### src/rtl/dvi_capture.sv
// rtl/dvi_capture.sv - DDR DVI receive path: pixel rebuild, sync re-timing, mode measurement
//
// Rebuilds 24-bit RGB from the rising/falling DDR halves of the 12-bit DVI bus,
// re-times sync/de with a fixed two-register latency, tracks pixel coordinates
// and measures the incoming timing to report a stable (locked) mode.
//
// Ports:
//   gpu_clk0                     pixel clock
//   Rst                          asynchronous active-high reset
//   hsync_in, vsync_in, de_in    raw sync / data enable (sync polarity set by SYNC_ACTIVE_LOW)
//   dvi_data_a                   rising-edge half  {green[3:0], blue[7:0]}
//   dvi_data_b                   falling-edge half {red[7:0], green[7:4]}
//   red_out, green_out, blue_out reconstructed pixel
//   hsync_out, vsync_out, de_out re-timed sync/enable, original polarity
//   sof_out                      first de pixel of a frame
//   pix_x, pix_y                 coordinates of the current de_out pixel
//   h_total, h_active            published line length / active width (cycles)
//   v_total, v_active            published frame height / active height (lines)
//   locked                       measurements repeated for LOCK_FRAMES frames
//   timeout                      one-cycle pulse on loss of hsync
module dvi_capture #(
  parameter int CW              = 12,
  parameter int SYNC_ACTIVE_LOW = 1,
  parameter int LOCK_FRAMES     = 3,
  parameter int TIMEOUT_CYCLES  = 65535
) (
  input  logic          gpu_clk0,
  input  logic          Rst,
  input  logic          hsync_in,
  input  logic          vsync_in,
  input  logic          de_in,
  input  logic [11:0]   dvi_data_a,
  input  logic [11:0]   dvi_data_b,
  output logic [7:0]    red_out,
  output logic [7:0]    green_out,
  output logic [7:0]    blue_out,
  output logic          hsync_out,
  output logic          vsync_out,
  output logic          de_out,
  output logic          sof_out,
  output logic [CW-1:0] pix_x,
  output logic [CW-1:0] pix_y,
  output logic [CW-1:0] h_total,
  output logic [CW-1:0] h_active,
  output logic [CW-1:0] v_total,
  output logic [CW-1:0] v_active,
  output logic          locked,
  output logic          timeout
);

  localparam logic          SYNC_IDLE = (SYNC_ACTIVE_LOW != 0) ? 1'b1 : 1'b0;
  localparam logic [CW-1:0] CNT_MAX   = '1;
  localparam logic [CW-1:0] CNT_ONE   = CW'(1);
  localparam int            MW        = $clog2(LOCK_FRAMES + 1);
  localparam logic [MW-1:0] LOCK_MAX  = MW'(LOCK_FRAMES);
  localparam int            IW        = $clog2(TIMEOUT_CYCLES + 1);
  localparam logic [IW-1:0] IDLE_MAX  = IW'(TIMEOUT_CYCLES);
  localparam logic [IW-1:0] IDLE_LAST = IW'(TIMEOUT_CYCLES - 1);

  function automatic logic [CW-1:0] sat_inc(input logic [CW-1:0] v);
    sat_inc = (v == CNT_MAX) ? v : v + CNT_ONE;
  endfunction

  // Stage 1 input registers and their delayed copies for edge detection.
  logic        s1_hs, s1_vs, s1_de;
  logic [11:0] s1_a, s1_b;
  logic        d_hs, d_vs, d_de;

  always_ff @(posedge gpu_clk0 or posedge Rst) begin
    if (Rst) begin
      s1_hs <= SYNC_IDLE;
      s1_vs <= SYNC_IDLE;
      s1_de <= 1'b0;
      s1_a  <= '0;
      s1_b  <= '0;
      d_hs  <= SYNC_IDLE;
      d_vs  <= SYNC_IDLE;
      d_de  <= 1'b0;
    end else begin
      s1_hs <= hsync_in;
      s1_vs <= vsync_in;
      s1_de <= de_in;
      s1_a  <= dvi_data_a;
      s1_b  <= dvi_data_b;
      d_hs  <= s1_hs;
      d_vs  <= s1_vs;
      d_de  <= s1_de;
    end
  end

  // Syncs are normalised to active-high before edge detection.
  logic hs_act, hs_act_d, vs_act, vs_act_d;
  logic hs_lead, vs_lead, de_rise, de_fall;

  assign hs_act   = s1_hs ^ SYNC_IDLE;
  assign hs_act_d = d_hs ^ SYNC_IDLE;
  assign vs_act   = s1_vs ^ SYNC_IDLE;
  assign vs_act_d = d_vs ^ SYNC_IDLE;
  assign hs_lead  = hs_act & ~hs_act_d;
  assign vs_lead  = vs_act & ~vs_act_d;
  assign de_rise  = s1_de & ~d_de;
  assign de_fall  = ~s1_de & d_de;

  // Stage 2: decoded pixel, re-timed syncs, coordinates and registered edges.
  logic line_seen;   // a de line has already started in this frame
  logic sof_armed;   // vs_lead seen, waiting for the next de_rise
  logic hs_lead_r, vs_lead_r, de_rise_r, de_fall_r;

  always_ff @(posedge gpu_clk0 or posedge Rst) begin
    if (Rst) begin
      red_out   <= '0;
      green_out <= '0;
      blue_out  <= '0;
      hsync_out <= SYNC_IDLE;
      vsync_out <= SYNC_IDLE;
      de_out    <= 1'b0;
      sof_out   <= 1'b0;
      pix_x     <= '0;
      pix_y     <= '0;
      line_seen <= 1'b0;
      sof_armed <= 1'b0;
      hs_lead_r <= 1'b0;
      vs_lead_r <= 1'b0;
      de_rise_r <= 1'b0;
      de_fall_r <= 1'b0;
    end else begin
      red_out   <= s1_b[11:4];
      green_out <= {s1_b[3:0], s1_a[11:8]};
      blue_out  <= s1_a[7:0];
      hsync_out <= s1_hs;
      vsync_out <= s1_vs;
      de_out    <= s1_de;
      hs_lead_r <= hs_lead;
      vs_lead_r <= vs_lead;
      de_rise_r <= de_rise;
      de_fall_r <= de_fall;

      if (s1_de) begin
        pix_x <= de_rise ? '0 : sat_inc(pix_x);
      end

      // A de_rise coincident with vs_lead is the first line of the new frame.
      if (vs_lead) begin
        pix_y     <= '0;
        line_seen <= de_rise;
      end else if (de_rise) begin
        if (line_seen) begin
          pix_y <= sat_inc(pix_y);
        end
        line_seen <= 1'b1;
      end

      // A de run already in progress at vs_lead does not start the frame.
      sof_out <= de_rise & (sof_armed | vs_lead);
      if (de_rise) begin
        sof_armed <= 1'b0;
      end else if (vs_lead) begin
        sof_armed <= 1'b1;
      end
    end
  end

  // Measurement: working counters run off the registered edges so that the
  // published values land one cycle after the pixel outputs.
  logic [CW-1:0] hcnt, h_total_w;
  logic [CW-1:0] decnt, h_active_w;
  logic [CW-1:0] lines, aclines;
  logic [CW-1:0] lines_next, aclines_next;
  logic [MW-1:0] match_cnt;
  logic [IW-1:0] idle;
  logic          idle_hit;
  logic          all_match;

  // An hs_lead coincident with vs_lead belongs to the frame being closed.
  assign lines_next   = hs_lead_r ? sat_inc(lines) : lines;
  assign aclines_next = de_rise_r ? sat_inc(aclines) : aclines;
  assign all_match    = (h_total_w == h_total) && (h_active_w == h_active) &&
                        (lines_next == v_total) && (aclines_next == v_active);
  assign idle_hit     = !hs_lead_r && (idle == IDLE_LAST);
  assign locked       = (match_cnt == LOCK_MAX);

  always_ff @(posedge gpu_clk0 or posedge Rst) begin
    if (Rst) begin
      hcnt       <= '0;
      h_total_w  <= '0;
      decnt      <= '0;
      h_active_w <= '0;
      lines      <= '0;
      aclines    <= '0;
      h_total    <= '0;
      h_active   <= '0;
      v_total    <= '0;
      v_active   <= '0;
      match_cnt  <= '0;
      idle       <= '0;
      timeout    <= 1'b0;
    end else begin
      if (hs_lead_r) begin
        h_total_w <= hcnt;
        hcnt      <= CNT_ONE;
      end else begin
        hcnt <= sat_inc(hcnt);
      end

      if (de_out) begin
        decnt <= de_rise_r ? CNT_ONE : sat_inc(decnt);
      end
      if (de_fall_r) begin
        h_active_w <= decnt;
      end

      if (vs_lead_r) begin
        lines   <= '0;
        aclines <= '0;
      end else begin
        lines   <= lines_next;
        aclines <= aclines_next;
      end

      // Idle counter holds at its limit so the timeout fires only once.
      if (hs_lead_r) begin
        idle <= '0;
      end else if (idle != IDLE_MAX) begin
        idle <= idle + IW'(1);
      end
      timeout <= idle_hit;

      if (idle_hit) begin
        h_total   <= '0;
        h_active  <= '0;
        v_total   <= '0;
        v_active  <= '0;
        match_cnt <= '0;
      end else if (vs_lead_r) begin
        h_total  <= h_total_w;
        h_active <= h_active_w;
        v_total  <= lines_next;
        v_active <= aclines_next;
        if (all_match) begin
          if (match_cnt != LOCK_MAX) begin
            match_cnt <= match_cnt + MW'(1);
          end
        end else begin
          match_cnt <= '0;
        end
      end
    end
  end

endmodule

### config.mk
export PLATFORM = sky130hd
export DESIGN_NAME = dvi_capture
export DESIGN_NICKNAME = d
export VERILOG_FILES = /design/src/rtl/dvi_capture.sv
export SDC_FILE = /design/constraint.sdc
export NUM_CORES = 1
export LEC_CHECK = 0
export CORE_MARGIN = 4
export CORE_UTILIZATION = 40
export CTS_BUF_LIST = sky130_fd_sc_hd__clkbuf_4
export DETAILED_ROUTE_END_ITERATION = 8
export PLACE_DENSITY_LB_ADDON = 0.2
export SYNTH_ARGS = -nofsm -noshare
export SYNTH_HDL_FRONTEND = slang
export SYNTH_SLANG_ARGS = --single-unit
export TNS_END_PERCENT = 10
### constraint.sdc
create_clock -name gpu_clk0 -period 8.5 [get_ports gpu_clk0]
set_input_delay 1.7 -clock gpu_clk0 [delete_from_list [all_inputs] [get_ports gpu_clk0]]
set_output_delay 1.7 -clock gpu_clk0 [all_outputs]
set_load 0.03 [all_outputs]
==> results_dict.tcl <==
set metrics [dict create \
    p_seq_share_pct 47.7 \
    design_area_um2 12300 \
    port_buffers 130 \
    powerDensity_nw_per_um2 212 \
    clock_power_share_pct 35.7 \
    fin_tns_setup_ps 0 \
    drive_gt1_share_pct 13.0 \
    drtAntennaViolNets 0 \
    critPathCaptureType "output pin" \
    clkTransAtPathRegs_ps 60 \
    clock.fmax_mhz 272 \
    fin_crit_ps 3670 \
    grt_max_degree 111 \
    slew_headroom_pct 30.5 \
    post_cts_buffers 0 \
    cts_root_buf "clkbuf_4" \
    finalWirelength_um 22900 \
    die_area_um2 27500 \
    clk_path_buf_depth 3 \
    syn_nets 953 \
    yosys-top-cells-area "dfrtp_1 (55%), nor2_1 (5.1%), xor2_1 (5.0%), mux2i_1 (3.9%), mux2_2 (2.9%)" \
    fin_skew_ps 27.0 \
    synth_area_um2 9960 \
    clock_latency_ps 690 \
    rsz0062_at_grt "false" \
    core.rowCount 57 \
    dieWidth_um 166 \
    hold_path.class "flip-flop to flip-flop" \
    cts_made_buffers 59 \
    worstPathRequired_ps 6800 \
    yosysMostFrequentCell "dfrtp_1" \
    yosysTopAreaCellShare_pct 55.3 \
    grt_pass1_vias 7495 \
    intPower_mw 1.84 \
    initial_core_util_pct 40.8 \
    ys_warn_count 0 \
    antenna_found_initial 1 \
    p_sw_mw 0.774 \
    comb_power_share_pct 16.6 \
    tightest_slew_ps 1040 \
    grt_use_total_pct 16.7 \
    synth_area_leader_cell "dfrtp_1" \
    swShare_pct 29.6 \
    io_pins 131 \
    arrival_ps 1970 \
    finalNetCount 1115 \
    multi_input_area_um2 4120 \
    seq_area_um2 5610 \
    async_flop_share_pct 100 \
    status "finished, final reports clean" \
    fin_crit_sh_pct 43.2 \
    hold_violations 0 \
    clock-sinks 224 \
    drc 0 \
    vias_per_cell 5.12 \
    setup_violations 0 \
    overflow 0 \
    wl_per_cell_um 15.9 \
    drt-pass1-iter-count 4 \
    leakagePower_nw 5.45 \
    drv_cap 0 \
    fill_cells 2290 \
    synth-seq-cells 224 \
    dp_hpwl_um 15500 \
    ir_worst_vdd_mv 0.108 \
    crit_fanout 3 \
    synth_cell_types 64 \
    critPathLaunchType "flip-flop" \
    grt_first_pass_wirelength_um 38300 \
    syn_area_per_cell_um2 10.9 \
    slew_violations 0 \
    synth-edff-count 0 \
    cts_hold_buf 0 \
    dpl_cell_area_um2 11600 \
    dr_total_vias 7405 \
    yosys_most_used_dff "dfrtp_1" \
    cts-resized-gates 0 \
    cts_max_level 2 \
    cts_tree "yes" \
    path_class "flip-flop to output pin" \
    synth-seq-area-share_pct 56.4 \
    syn_to_final_growth_pct 23.7 \
    synthCells 915 \
    drtIter0Drc 470 \
    power_mw 2.62 \
    place_congestion 0.901 \
    die_h_um 166 \
    core_um2 24400 \
    synth_common_cells "dfrtp_1 (220), nor2_1 (134), nand2_1 (57), xor2_1 (57), mux2i_1 (39)" \
]
## stage by stage
step / utilization [%] / setup WS (ps) / std cells / hold WS [ps]
floorplan: - / 672 / 915 / 331
global placement: 47.4 / 4760 / 1340 / 331
detailed placement: 47.4 / 4730 / 1340 / 335
CTS: 50.5 / 4760 / 1445 / 344
global route: 50.5 / 4740 / 1446 / 351
finish: 50.5 / 4830 / 1446 / 343
## layout by cell type, fill, tap and decap left out, types with 3 or more instances in the layout
cell type / instances
a211oi_1: 12
a21oi_1: 33
a31oi_1: 4
a41oi_1: 3
and2_1: 14
and3_1: 11
and4_1: 6
buf_4: 8
clkbuf_4: 94
clkdlybuf4s50_1: 130
clkinv_1: 8
dfrtp_1: 219
dfstp_2: 4
ha_1: 9
inv_1: 14
mux2_2: 26
mux2i_1: 39
nand2_1: 57
nand2b_1: 4
nand3_1: 26
nand4_1: 38
nor2_1: 134
nor2b_1: 9
nor3_1: 29
nor3b_1: 5
nor4_1: 9
nor4b_1: 3
o21ai_0: 28
or3_1: 12
xnor2_1: 29
xor2_1: 57
## kinds of logic (layout without fill, tap and decap cells)
family	count (synthesis)	in the layout	synth area share, %
and+or+nand+nor	368	368	18.4
DFF	224	224	56.4
AOI/OAI and AO/OA	110	110	7.15
xor gates and xnor gates	87	87	7.73
muxes	65	65	6.86
buffers and inverters	52	258	2.32
adders and majority gates	9	9	1.13
other	0	1	0
## routing by layer
| layer | routed length [um] | part of all wire, % | GRT usage (%) | vias to the layer above |
|---|---|---|---|---|
| met5 | 0 | 0 | 0 | - |
| met4 | 506 | 2.2 | 5.95 | 0 |
| met1 | 10300 | 45 | 22.0 | 3575 |
| li1 | - | - | - | 3576 |
| met3 | 1760 | 7.7 | 5.69 | 48 |
| met2 | 10300 | 45 | 25.9 | 206 |
## cell type report
type / instances / area share, %
Sequential cell: 224 / 45.6
Multi-Input combinational cell: 639 / 33.4
Timing Repair Buffer: 138 / 11.1
Clock buffer: 94 / 5.73
Tap cell: 324 / 3.29
Inverter: 15 / 0.518
Clock inverter: 11 / 0.396
Antenna cell: 1 / 0.0203
## path summary, 6_finish.rpt
check	startpoint	to	slack, ps	cells past startpoint
worst max-delay path	match_cnt[0]	locked	4830	2
worst min-delay path	s1_b[6]	red_out[2]	340	0
worst max register to register	aclines[0]	match_cnt[1]	5380	9
worst min register to register	s1_b[6]	red_out[2]	340	0
max in group asynchronous	Rst	v_total[2]	5590	3
min in group asynchronous	Rst	pix_y[4]	1550	2
## power groups by stage
stage               sequential, mW  clock (mW)  combinational [mW]
finish                        1.25       0.933               0.435
global placement              1.27           0               0.435
CTS                           1.25       0.978               0.443
detailed placement            1.27           0               0.441
global route                  1.26        1.03               0.474
floorplan                     1.32           0               0.212
## worst max-delay path, stage by stage, from the launching register on
cell	delay, ps
dfrtp_1	370
ha_1	240
clkdlybuf4s50_1	690
## registers in the layout, summed over array words and instances, names as in the netlist, 12 cells and up
name,flops
pix_y,12
h_active_w,12
lines,12
h_active,12
aclines,12
pix_x,12
s1_b,12
v_total,12
hcnt,12
h_total_w,12
decnt,12
h_total,12
v_active,12
s1_a,12
idle,16
No activity file was read; power rests on OpenSTA's default activity.
